--- src/rtl/ccsds123_in_sched.sv ---
// rtl/ccsds123_in_sched.sv - packs a serial sample stream into PIPELINES-lane beats per image
// One accumulator plus one output register; a completed beat waits in the accumulator if the output is busy.
module ccsds123_in_sched #(
    parameter int PIPELINES = 4,
    parameter int D         = 16,
    parameter int NX        = 32,
    parameter int NY        = 32,
    parameter int NZ        = 16
) (
    input  logic                   clk,
    input  logic                   aresetn,
    input  logic [D-1:0]           s_tdata,
    input  logic                   s_tvalid,
    output logic                   s_tready,
    output logic [PIPELINES*D-1:0] m_tdata,
    output logic                   m_tvalid,
    input  logic                   m_tready,
    output logic [PIPELINES-1:0]   m_tkeep,
    output logic                   m_tlast,
    output logic                   image_done,
    output logic [15:0]            image_count
);

    localparam int N  = NX * NY * NZ;
    localparam int CW = $clog2(N + 1);
    localparam int LW = (PIPELINES > 1) ? $clog2(PIPELINES) : 1;

    logic [PIPELINES-1:0][D-1:0] r_acc;
    logic [LW-1:0]               r_lane_idx;
    logic [CW-1:0]               r_sample_cnt;
    logic                        r_acc_full;
    logic                        r_acc_last;
    logic [PIPELINES*D-1:0]      r_m_tdata;
    logic                        r_m_tvalid;
    logic [PIPELINES-1:0]        r_m_tkeep;
    logic                        r_m_tlast;
    logic                        r_image_done;
    logic [15:0]                 r_image_count;

    logic                        w_in_hs;
    logic                        w_out_hs;
    logic                        w_out_free;
    logic                        w_last_smp;
    logic                        w_complete;
    logic                        w_load;
    logic                        w_beat_last;
    logic [PIPELINES-1:0][D-1:0] w_beat;
    logic [PIPELINES-1:0]        w_keep;

    assign s_tready    = !r_acc_full;
    assign w_in_hs     = s_tvalid && !r_acc_full;
    assign w_out_hs    = r_m_tvalid && m_tready;
    assign w_out_free  = !r_m_tvalid || m_tready;
    assign w_last_smp  = (r_sample_cnt == CW'(N - 1));
    assign w_complete  = w_in_hs && ((r_lane_idx == LW'(PIPELINES - 1)) || w_last_smp);
    assign w_load      = w_out_free && (w_complete || r_acc_full);
    assign w_beat_last = w_in_hs ? w_last_smp : r_acc_last;

    // Unfilled lanes are already zero because the accumulator is cleared on every transfer.
    always_comb begin
        w_beat = r_acc;
        w_keep = '0;
        for (int k = 0; k < PIPELINES; k++) begin
            if (w_in_hs && (LW'(k) == r_lane_idx)) begin
                w_beat[k] = s_tdata;
            end
            w_keep[k] = (LW'(k) <= r_lane_idx);
        end
    end

    always_ff @(posedge clk or negedge aresetn) begin
        if (!aresetn) begin
            r_acc         <= '0;
            r_lane_idx    <= '0;
            r_sample_cnt  <= '0;
            r_acc_full    <= 1'b0;
            r_acc_last    <= 1'b0;
            r_m_tdata     <= '0;
            r_m_tvalid    <= 1'b0;
            r_m_tkeep     <= '0;
            r_m_tlast     <= 1'b0;
            r_image_done  <= 1'b0;
            r_image_count <= '0;
        end else begin
            if (w_in_hs) begin
                r_sample_cnt <= w_last_smp ? '0 : r_sample_cnt + CW'(1);
            end

            if (w_load) begin
                r_m_tdata  <= w_beat;
                r_m_tkeep  <= w_keep;
                r_m_tlast  <= w_beat_last;
                r_m_tvalid <= 1'b1;
                r_acc      <= '0;
                r_lane_idx <= '0;
                r_acc_full <= 1'b0;
                r_acc_last <= 1'b0;
            end else begin
                if (w_out_hs) begin
                    r_m_tvalid <= 1'b0;
                end
                if (w_in_hs) begin
                    r_acc[r_lane_idx] <= s_tdata;
                    // A completed beat that cannot move keeps lane_idx so its keep mask survives.
                    if (w_complete) begin
                        r_acc_full <= 1'b1;
                        r_acc_last <= w_last_smp;
                    end else begin
                        r_lane_idx <= r_lane_idx + LW'(1);
                    end
                end
            end

            r_image_done <= w_out_hs && r_m_tlast;
            if (w_out_hs && r_m_tlast) begin
                r_image_count <= r_image_count + 16'd1;
            end
        end
    end

    assign m_tdata     = r_m_tdata;
    assign m_tvalid    = r_m_tvalid;
    assign m_tkeep     = r_m_tkeep;
    assign m_tlast     = r_m_tlast;
    assign image_done  = r_image_done;
    assign image_count = r_image_count;

endmodule

--- config.mk ---
export PLATFORM = sky130hd
export DESIGN_NAME = ccsds123_in_sched
export DESIGN_NICKNAME = d
export VERILOG_FILES = /design/src/rtl/ccsds123_in_sched.sv
export SDC_FILE = /design/constraint.sdc
export NUM_CORES = 1
export LEC_CHECK = 0
export CORE_MARGIN = 1.5
export CORE_UTILIZATION = 55
export CTS_CLUSTER_DIAMETER = 150
export DETAILED_ROUTE_END_ITERATION = 8
export PLACE_DENSITY = 0.9
export SYNTH_ARGS = -nofsm -noshare
export SYNTH_HDL_FRONTEND = slang
export SYNTH_SLANG_ARGS = --single-unit
--- constraint.sdc ---
create_clock -name clk -period 3.75 [get_ports clk]
set_clock_uncertainty 0.05 [all_clocks]
set_input_delay 0.375 -clock clk [delete_from_list [all_inputs] [get_ports clk]]
set_output_delay 0.375 -clock clk [all_outputs]
set_load 0.01 [all_outputs]
# Word-level counts from Yosys, hierarchy flattened
# Index checks and enable logic that the tools add are counted.
word_totals:
  regBits: 170
  output_inout_bits: 88
  ramBits: 0
  memories: 0
  romBits: 0
  elab_cells: 72
  inputBits: 20
  latch_bits: 0
op_classes:
  n_eq_ne: 6
  n_lt_le_gt_ge: 6
  n_shift: 0
  n_mul: 0
  bitwise_logic: 0
  addsub: 3
  div_mod_pow: 0
  muxes: 22
  n_reduce_logical: 21
op_table:
  columns: ["op", "count"]
  rows:
  - ["2-to-1 mux 64 bit", 2]
  - ["2-to-1 mux 16 bit", 5]
  - ["bitwise mux 64 bit", 1]
  - ["demux 16 bit (select 2 bit)", 1]
  - ["adder 16 x 1 -> 16 bit, second input constant", 1]
  - ["adder 15 x 1 -> 15 bit, second input constant", 1]
  - ["equality test 15 x 14 -> 1 bit, second input constant", 1]
  - ["2-to-1 mux 15 bit", 1]
  - ["logical AND 1 bit", 10]
  - ["2-to-1 mux 1 bit", 9]
  - ["2-to-1 mux 2 bit", 3]
  - ["nonzero test 2 bit", 3]
  - ["equality test 2 bit, first input constant", 2]
  - ["<= comparator 1 x 2 -> 1 bit, first input constant", 2]
  - ["<= comparator 2 bit, first input constant", 2]
  - ["AND reduction 2 bit", 2]
  - ["logical OR 1 bit", 3]
  - ["< comparator 2 x 3 -> 1 bit, second input constant", 1]
  - ["adder 2 x 1 -> 2 bit, second input constant", 1]
  - ["equality test 1 x 2 -> 1 bit, first input constant", 1]
  - ["equality test 2 bit, second input constant", 1]
  - ["greater-or-equal comparator 2 x 1 -> 1 bit, second input constant", 1]
  - ["zero test 1 bit", 2]
  - ["zero test 2 bit", 1]
  - ["inequality test 2 x 1 -> 1 bit, second input constant", 1]

# Depth between registers and ports, before layout
depth:
  ltp_word: 7
  ltp_mapped: 8
  depth_no_buf: 5

# Worst setup path after synthesis
# OpenSTA, ideal clock, no wires.
synth_timing:
  path_kind: "register to register"
  start: "register r_sample_cnt[0]"
  end: "register r_m_tkeep[3], in the netlist m_tkeep[3]"
  n_path_buf: 1
  required_time_ns: 3.575
  setup_ns: 0.125
  period_less_slack_ns: 1.983
  path_stages_with_launch: 7
  path_slack_ns: 1.767
  arrival_time_ns: 1.809
  cell_sequence: "dfrtp_1 ha_1 nand3_2 or4_4 o22ai_2 buf_6 mux2_2"
synth_via:
  elab_chain_len: 5
synth_rtl:
  columns: ["element", "line", "source"]
  rows:
  - ["start, declared", "30", "logic [CW-1:0] r_sample_cnt;"]
  - ["start signal, assigned", "86", "r_sample_cnt <= w_last_smp ? '0 : r_sample_cnt + CW'(1);"]
  - ["equality test 15 x 14 -> 1 bit", "54", "assign w_last_smp = (r_sample_cnt == CW'(N - 1));"]
  - ["logical OR 1 bit", "55", "assign w_complete = w_in_hs && ((r_lane_idx == LW'(PIPELINES - 1)) || w_last_smp);"]
  - ["logical AND 1 bit", "55", null]
  - ["logical OR 1 bit", "56", "assign w_load = w_out_free && (w_complete || r_acc_full);"]
  - ["logical AND 1 bit", "56", null]
  - ["end signal, assigned", "91", "r_m_tkeep <= w_keep;"]
  - ["end, declared", "35", "logic [PIPELINES-1:0] r_m_tkeep;"]
# Every way passes these cells.
# A chain may end at the register's enable or synchronous reset.

# Worst setup path in the final report
layout_timing:
  start: "register r_acc_full"
  end: "register r_m_tdata[36], in the netlist m_tdata[36]"
layout_via:
  elab_chain_len: 5
  elab_cells_between_ends: 7
  classes_between: "1 x mux; 6 x reduce/logical"
layout_rtl:
  columns: ["element", "line", "source"]
  rows:
  - ["start, declared", "31", "logic r_acc_full;"]
  - ["start signal, assigned", "76", "r_acc_full <= 1'b0;"]
  - ["start signal, assigned", "96", "r_acc_full <= 1'b0;"]
  - ["start signal, assigned", "106", "r_acc_full <= 1'b1;"]
  - ["zero test 1 bit", "51", "assign w_in_hs = s_tvalid && !r_acc_full;"]
  - ["logical AND 1 bit", "51", null]
  - ["logical AND 1 bit", "55", null]
  - ["logical OR 1 bit", "56", null]
  - ["logical AND 1 bit", "56", null]
  - ["end signal, assigned", "90", "r_m_tdata <= w_beat;"]
  - ["end, declared", "33", "logic [PIPELINES*D-1:0] r_m_tdata;"]
# Several ways; a longest one is shown, not always the timed one.

==> impl_metrics.json <==
{
  "status": "completed",
  "synth.area.mux_share": 0.189,
  "ys_ff_latch": 170,
  "slew_headroom": 0.547,
  "ff_latch_area_um2": 4250,
  "yosys-top-cells-count": "170 x dfrtp_1, 132 x mux2i_1, 76 x nor2_1, 73 x inv_1, 22 x xnor2_1",
  "yosys_most_used_dff": "dfrtp_1",
  "crit_required_ps": 4030,
  "firstDrtPassIters": 4,
  "numPortBuffers": 107,
  "avgViaCountPerCell": 5.11,
  "synth_xor_area_frac": 0.0333,
  "drc": 0,
  "yosys_warnings": 0,
  "drtIter0Drc": 260,
  "pin_count": 108,
  "setup_violations": 0,
  "row_count": 41,
  "vias": 4488,
  "clock_insertion_delay_worst_skew_ps": 420,
  "drive_above_1_share": 0.0666,
  "syn_nets": 605,
  "drv_cap": 0,
  "finalSetupTns_ps": 0,
  "synth_most_common_cell": "dfrtp_1",
  "routedWlPerCell_um": 16.0,
  "routed_wl_um": 14000,
  "synth_top_area_share": 0.600,
  "dieArea_um2": 13600,
  "coreArea_um2": 12600,
  "critical_path_arrival_ps": 2920,
  "grt_overflow": 0,
  "synth-edff-count": 0,
  "numClockSinks": 170,
  "hp-class": "flop to flop",
  "ir_worst_vdd_uv": 471,
  "tritoncts": "built",
  "start_kind": "flop",
  "antenna_found_initial": 0,
  "area_growth_syn_to_layout_pct": 25.5,
  "path_clk_slew_ps": 60,
  "cts-htree-levels": 4,
  "synth_top_family_by_area": "multiplexers",
  "timing.hold.ws_ps": 427,
  "fillers": 872,
  "drv_slew": 0,
  "p_leak_uw": 0.00438,
  "rsz0062_at_grt": "no",
  "fmax_mhz": 380,
  "fp.dieW_um": 117,
  "synthSimpleGateAreaFrac": 0.0863,
  "fin_crit_sh": 0.702,
  "ys_seq_area_frac": 0.600,
  "grt_usage": 0.225,
  "tightest_slew_ps": 673,
  "path_cells": "nand2b_1, or4_4, o22ai_4, buf_12, mux2i_1",
  "hpwlAfterDp_um": 9560,
  "cts_buffer_depth": 2,
  "critPathKind": "flop to flop",
  "end_kind": "flop",
  "syn_inst": 579,
  "rr_worst_depth": 5,
  "synth_compound_area_frac": 0.0120,
  "post_synth_num_cell_types": 35,
  "ys_async_sr_fraction": 1.00,
  "die_h_um": 117,
  "pwr_density_cell_nw_per_um2": 793,
  "period_minus_slack_ps": 2630,
  "grt_max_degree": 104,
  "hold_path_depth": 1,
  "antennaDiodeCount": 0,
  "yosys.area_share.adder": 0.0106,
  "nets": 720,
  "root_buffer": "clkbuf_16",
  "post-route-util": 0.705,
  "dp_slack_ps": 721,
  "netlist_top_cells_area": "dfrtp_1 60%, mux2i_1 19%, nor2_1 4.0%",
  "syn_area_per_cell_um2": 12.3,
  "crit_fanout": 51,
  "ant_nets": 0,
  "yosys.area.top_type": "dfrtp_1",
  "grt_pass1_wl_um": 22900,
  "fin_ws_ps": 1120,
  "post_cts_buffers": 0,
  "slowest_stage": "or4_4",
  "grt_pass1_vias": 4668,
  "gp_congestion": 0.802,
  "post_cts_resized": 0,
  "hold_viol": 0,
  "syn_area_um2": 7090,
  "ctsHoldBuffers": 1,
  "multi_input_area_um2": 2360,
  "start_util": 0.562,
  "slowest_delay_ps": 650,
  "cts_buffers": 17
}
==> layer usage <==
metal	GRT usage	up-vias	routed length, um
met3	0.0789	25	715
met5	0	-	0
met2	0.367	100	7050
li1	-	2109	-
met1	0.283	2254	6050
met4	0.0755	0	233
==> state kept, by name, indices dropped and copies added, names as in the netlist <==
name and cells:
image_count 16, image_done 1, m_tdata 64, m_tkeep 4, m_tlast 1, m_tvalid 1
r_acc 64, r_acc_full 1, r_acc_last 1, r_lane_idx 2, r_sample_cnt 15
==> layout make-up <==
cell class / count / share of cell area
Sequential cell: 170 / 0.478
Multi-Input combinational cell: 315 / 0.265
Timing Repair Buffer: 117 / 0.136
Clock buffer: 21 / 0.0528
Inverter: 73 / 0.0308
Tap cell: 172 / 0.0242
Clock inverter: 10 / 0.0131
==> critical path, delay by kind of cell (launching register included) <==
kind                   cells  cell delay [ps]
AND/OR/NAND/NOR            2              990
flip-flops                 1              420
buffers and inverters      1              350
AO/OA/AOI/OAI              1              460
multiplexers               1              250
==> final timing paths <==
check,endpoint,slack [ps],startpoint
max in group asynchronous,m_tkeep[0],2200,aresetn
min in group asynchronous,r_sample_cnt[6],470,aresetn
max reg2reg,m_tdata[36],1120,r_acc_full
min reg2reg,image_count[15],430,image_count[15]
min,image_count[15],430,image_count[15]
max,m_tdata[36],1120,r_acc_full
==> placed cells by master, fill, tap and decap left out, drive strengths merged, types with 7 or more instances in the layout <==
cell / n
mux2i: 132
xnor2: 22
nor2: 76
inv: 75
nand4: 7
clkdlybuf4s50: 106
buf: 10
nand3: 10
dfrtp: 170
clkbuf: 21
nand2: 19
==> stage by stage <==
| stage | std cells | instance area [um^2] | power, uW |
|---|---|---|---|
| final | 878 | 8900 | 7060 |
| after global placement | 846 | 8310 | 5220 |
| after detailed placement | 846 | 8310 | 5370 |
| after CTS | 878 | 8900 | 7140 |
| after floorplan | 579 | 7090 | 4260 |
| after global routing | 878 | 8900 | 7490 |
==> cell families after synthesis <==
kind of cell | Yosys count
buffers and inverters | 94
AOI/OAI and AO/OA | 12
and+or+nand+nor | 136
adders and majority gates | 6
DFF | 170
xor gates and xnor gates | 27
muxes | 134
==> power by group <==
part / internal, uW / switching [uW]
clock: 1030 / 696
combinational: 1230 / 1190
sequential: 2540 / 371
total: 4800 / 2260
Note: power is estimated with default switching activity, not from simulation.
